[config.mk]
export PLATFORM = sky130hd
export DESIGN_NAME = stack_unit
export DESIGN_NICKNAME = d
export VERILOG_FILES = /design/src/rtl/stack_unit.sv
export SDC_FILE = /design/constraint.sdc
export NUM_CORES = 1
export LEC_CHECK = 0
export BUFFER_PORTS_ARGS = -buffer_cell sky130_fd_sc_hd__buf_4
export CAP_MARGIN = 20
export CORE_AREA = 2 2 145 147
export CTS_CLUSTER_DIAMETER = 120
export DETAILED_ROUTE_END_ITERATION = 16
export DIE_AREA = 0 0 147 149
export HOLD_SLACK_MARGIN = 0.06
export PLACE_DENSITY = 0.83
export SYNTH_ARGS = -nofsm -noshare
export SYNTH_HDL_FRONTEND = slang
export SYNTH_SLANG_ARGS = --single-unit
[constraint.sdc]
create_clock -name clk -period 7.6 [get_ports clk]
set_clock_uncertainty 0.05 [all_clocks]
set_input_delay 0.38 -clock clk [delete_from_list [all_inputs] [get_ports clk]]
set_output_delay 0.38 -clock clk [all_outputs]
set_load 0.02 [all_outputs]
[src/rtl/stack_unit.sv]
`default_nettype none
// ============================================================================
// Module   : stack_unit
// Purpose  : LIFO stack with DEPTH x DATA_W storage and a single count
//            pointer. Supports push, pop, simultaneous push+pop (replace top,
//            or pass-through when empty), registered pop data with a
//            one-cycle valid pulse, and overflow/underflow error flags.
// Options  : STACK_ERR_STICKY_EN - error flags hold until err_clr instead of
//            pulsing for one cycle.
// Revision : 1.0 - initial release
// ============================================================================
module stack_unit #(
  parameter int DATA_W    = 32,
  parameter int DEPTH     = 8,
  parameter int BASE_ADDR = 8,
  localparam int CNT_W    = $clog2(DEPTH) + 1
) (
  input  logic              clk,
  input  logic              rst,
  input  logic              push,
  input  logic              pop,
  input  logic [DATA_W-1:0] push_data,
  input  logic              err_clr,
  output logic [DATA_W-1:0] pop_data,
  output logic              pop_valid,
  output logic [31:0]       sp,
  output logic [CNT_W-1:0]  count,
  output logic              full,
  output logic              empty,
  output logic              overflow,
  output logic              underflow
);

  localparam int IDX_W = $clog2(DEPTH);

  logic [DATA_W-1:0] r_mem [DEPTH];
  logic [CNT_W-1:0]  r_count;
  logic [DATA_W-1:0] r_pop_data;
  logic              r_pop_valid;
  logic              r_overflow;
  logic              r_underflow;

  logic              w_full;
  logic              w_empty;
  logic [IDX_W-1:0]  w_top_idx;
  logic [IDX_W-1:0]  w_mem_idx;
  logic              w_mem_we;
  logic              w_ovf_evt;
  logic              w_udf_evt;

  // Status is a pure function of the count register.
  assign w_full    = (r_count == CNT_W'(DEPTH));
  assign w_empty   = (r_count == '0);
  assign w_top_idx = IDX_W'(r_count - 1'b1);

  // Push alone writes the next free slot; push+pop overwrites the top.
  // An empty push+pop is a pass-through and touches no storage.
  assign w_mem_we  = push & (pop ? ~w_empty : ~w_full);
  assign w_mem_idx = pop ? w_top_idx : r_count[IDX_W-1:0];

  // Only one-sided operations can be refused.
  assign w_ovf_evt = push & ~pop & w_full;
  assign w_udf_evt = pop & ~push & w_empty;

`ifndef STACK_ERR_STICKY_EN
  // err_clr has no effect when flags are pulses.
  logic w_unused_err_clr;
  assign w_unused_err_clr = err_clr;
`endif

  // Storage write; contents are intentionally left out of reset.
  always_ff @(posedge clk) begin
    if (w_mem_we) begin
      r_mem[w_mem_idx] <= push_data;
    end
  end

  // Pointer, pop data path and error flags.
  always_ff @(posedge clk or negedge rst) begin
    if (!rst) begin
      r_count     <= '0;
      r_pop_data  <= '0;
      r_pop_valid <= 1'b0;
      r_overflow  <= 1'b0;
      r_underflow <= 1'b0;
    end else begin
      r_pop_valid <= 1'b0;
      if (push && pop) begin
        r_pop_valid <= 1'b1;
        r_pop_data  <= w_empty ? push_data : r_mem[w_top_idx];
      end else if (push) begin
        if (!w_full) begin
          r_count <= r_count + 1'b1;
        end
      end else if (pop) begin
        if (!w_empty) begin
          r_pop_data  <= r_mem[w_top_idx];
          r_count     <= r_count - 1'b1;
          r_pop_valid <= 1'b1;
        end
      end

`ifdef STACK_ERR_STICKY_EN
      // A new event wins over a simultaneous clear.
      if (w_ovf_evt) begin
        r_overflow <= 1'b1;
      end else if (err_clr) begin
        r_overflow <= 1'b0;
      end
      if (w_udf_evt) begin
        r_underflow <= 1'b1;
      end else if (err_clr) begin
        r_underflow <= 1'b0;
      end
`else
      r_overflow  <= w_ovf_evt;
      r_underflow <= w_udf_evt;
`endif
    end
  end

  assign pop_data  = r_pop_data;
  assign pop_valid = r_pop_valid;
  assign count     = r_count;
  assign full      = w_full;
  assign empty     = w_empty;
  assign sp        = 32'(BASE_ADDR) + 32'(r_count);
  assign overflow  = r_overflow;
  assign underflow = r_underflow;

endmodule
`default_nettype wire

==> results.md <==
- Main synth FF type: edfxtp_1
- ANT cells: 0
- Later-pin clock latency in the skew report: 540 ps
- Die area: 21900 um^2
- Die X: 147 um
- Largest net degree at the start of global routing: 134
- Rows: 53
- PD cells: 424.3 nW/um^2
- Sink Count: 295
- Startpoint Class: flop
- DRC errors left: 0
- Max-Cap Viols: 0
- Crit Path Max Fanout: 76
- Sequential Power Share: 35.3%
- Gr usage total: 24.30%
- Final Hold Vio Count: 0
- Int Pwr: 0.003998 W
- DR iter-0 viols: 630
- Switching Power: 0.002292 W
- Leakage: 4.990 nW
- CTS tree: yes
- Crit path depth: 7
- Starting Density: 62.09%
- Slew of the pin with the lowest slew margin: 1098 ps
- Number of synthesized register bits: 295
- Grt ovf: 0
- Setup Crit Path Kind: reg -> reg
- I/O pins: 110
- Status: complete, no violations
- Worst slew margin: 26.78%
- Core Box Area: 20560 um^2
- Async SR Flop Fraction: 13.22%
- Synthesized instance count: 841
- Combinational Power Share: 41.9%
- Max VDD drop: 0.0004502 V
- Fmax: 261.3 MHz
- Hold crit path type: in -> reg
- Tcrit/Tclk final: 50.36%
- Post-route ant nets: 0
- P&R area growth vs syn: 16.14%
- Total Power: 0.006290 W
- Total CTS buffers: 28
- Syn_area_per_cell: 15.18 um^2
- Critical path cell sequence: inv_1 -> ha_4 -> inv_1 -> nand2_1 -> buf_4 -> a211oi_1 -> o31ai_1
- Critical Path Max Stage Delay: 790 ps
- Switching Fraction: 36.43%
- CTS H-Tree Depth: 1
- Post-route minimum period: 3828 ps
- Nets: 974
- Via count: 7546
- First-pass GRT wire length: 41500 um
- Unrepaired setup endpoints after global routing: false
- Post-synthesis cell type count: 40
- Final setup TNS: 0 ps
- Resized Gates After CTS: 0
- Root Driver: clkbuf_16
- CP dominant cell by count: inv_1
- Crit end category: flop
- Synth top area share: 60.23%
- EDFF count, synth: 256
- Post-DR wirelength/cell: 21.78 um
- IO Port Bufs: 81
- Post-DP HPWL: 13530 um
- FF-to-FF path depth: 7
- Initial antenna violation count: 0
- Synth warnings: 0
- Max Root-Sink Buffers: 3
- Final wirelength: 26810 um
- Clock-pin slew on the worst setup and hold paths: 60 ps
- Die height: 149 um
- Slew Limit Fails: 0
- Layout cells sized above 1: 22.07%
- Fillcell total: 1246
- Slowest-stage cell, CP: ha_4
- Yosys top cell by area: edfxtp_1
- WP data required: 7980 ps
- Drt pass-1 iters: 5
- CP bufs+invs: 3
- Netlist Area Pre-Place: 12760 um^2
- GP Congestion: 0.7629
- Vias in the first global route: 7537
- Crit path arrival time: 4210 ps
- Clock share of power: 22.8%
- CP top delay family: buffers and inverters
- Register area share after synthesis: 67.88%
- Main area contributors after synthesis: edfxtp_1 (60%), dfrtp_1 (7.6%), mux2_2 (4.9%)
- DR vias/cell: 6.130
- # setup viols final: 0
- Hold path depth: 2
final timing paths:
| path | startpoint | to | slack [ps] |
|---|---|---|---|
| max in group asynchronous | rst | count[0] | 6680 |
| max | count[0] | pop_data[16] | 3770 |
| min reg2reg | pop_data[5] | pop_data[5] | 470 |
| min in group asynchronous | rst | pop_data[8] | 360 |
| min | push | underflow | 80 |
| max reg2reg | count[0] | pop_data[16] | 3770 |
metrics by stage:
stage	hold WS [ps]	util, %	setup slack [ps]	cell area, um^2	cells
finish	79.21	72.11	3772	14820	1231
global route	93.22	72.11	3524	14820	1231
CTS	64.29	71.91	3321	14780	1229
detailed placement	389.3	65.64	3307	13490	1144
global placement	385.1	65.61	3452	13490	1143
floorplan	34.41	-	3968	12860	867
flip-flops by register name, indices dropped and copies added, names as in the netlist:
name       flops
underflow      1
overflow       1
pop_valid      1
count          4
r_mem        256
pop_data      32
final cells by class:
| type | count | area (um^2) | share of cell area, % |
|---|---|---|---|
| clock buffers | 39 | 782.0 | 5.276 |
| clock inverters | 13 | 176.4 | 1.190 |
| inverters | 7 | 26.28 | 0.1773 |
| multi-input cells | 469 | 3721 | 25.10 |
| flip-flops and latches | 295 | 8667 | 58.47 |
| well taps | 275 | 344.1 | 2.321 |
| repair buffers | 133 | 1106 | 7.462 |
power groups by stage:
stage               registers [W]  logic, W  clock network [W]
floorplan                 0.00230   0.00184                  0
global placement          0.00224   0.00250                  0
detailed placement        0.00225   0.00259                  0
CTS                       0.00222   0.00262            0.00145
global route              0.00225   0.00284            0.00152
finish                    0.00222   0.00264            0.00143
repair_timing:
item	in CTS	in global routing
hold endpoints to repair	295	0
buffers inserted	0	0
hold buffers	33	0
synth_stat cells, types with 3 or more instances:
master,instances
a22oi_1,32
o211ai_1,32
nand3_1,4
clkbuf_1,42
buf_6,3
dfrtp_1,39
nor3b_1,64
buf_4,38
xnor2_1,3
nor2_1,15
edfxtp_1,256
inv_1,7
mux2_2,55
o31ai_1,33
nor2b_1,33
ha_1,3
mux2i_1,33
buf_2,12
nor3_1,5
a211oi_1,33
nand3b_1,65
o21ai_0,3
a21oi_1,3
mux2_1,9
layer usage:
| layer | track usage (%) | up-vias | routed length, um |
|---|---|---|---|
| met1 | 33.33 | 3789 | 11070 |
| met3 | 3.364 | 45 | 1704 |
| met5 | 0 | - | 0 |
| li1 | - | 3405 | - |
| met2 | 41.29 | 307 | 13480 |
| met4 | 7.212 | 0 | 556 |
kinds of logic after synthesis:
group                    Yosys count  synth area share (%)
flip-flops                       295                 67.88
AND/OR/NAND/NOR                  195                 10.49
AO/OA/AOI/OAI                    142                 8.235
buffers and inverters            103                 4.441
multiplexers                      97                 8.235
XOR/XNOR                           5                0.4020
adder cells (fa/ha/maj)            3                0.2941
other                              1               0.02938
layout by cell type, fill, tap and decap left out, types with 9 or more instances in the layout:
cell	instances
dfrtp_1	38
nand3b_1	65
nor2b_1	33
edfxtp_1	256
mux2_2	55
a22oi_1	32
clkbuf_16	28
mux2_1	9
mux2i_1	33
o211ai_1	32
nor3b_1	64
buf_4	98
conb_1	27
dlygate4sd3_1	33
o31ai_1	33
a211oi_1	33
(Power assumes the default switching activity.)
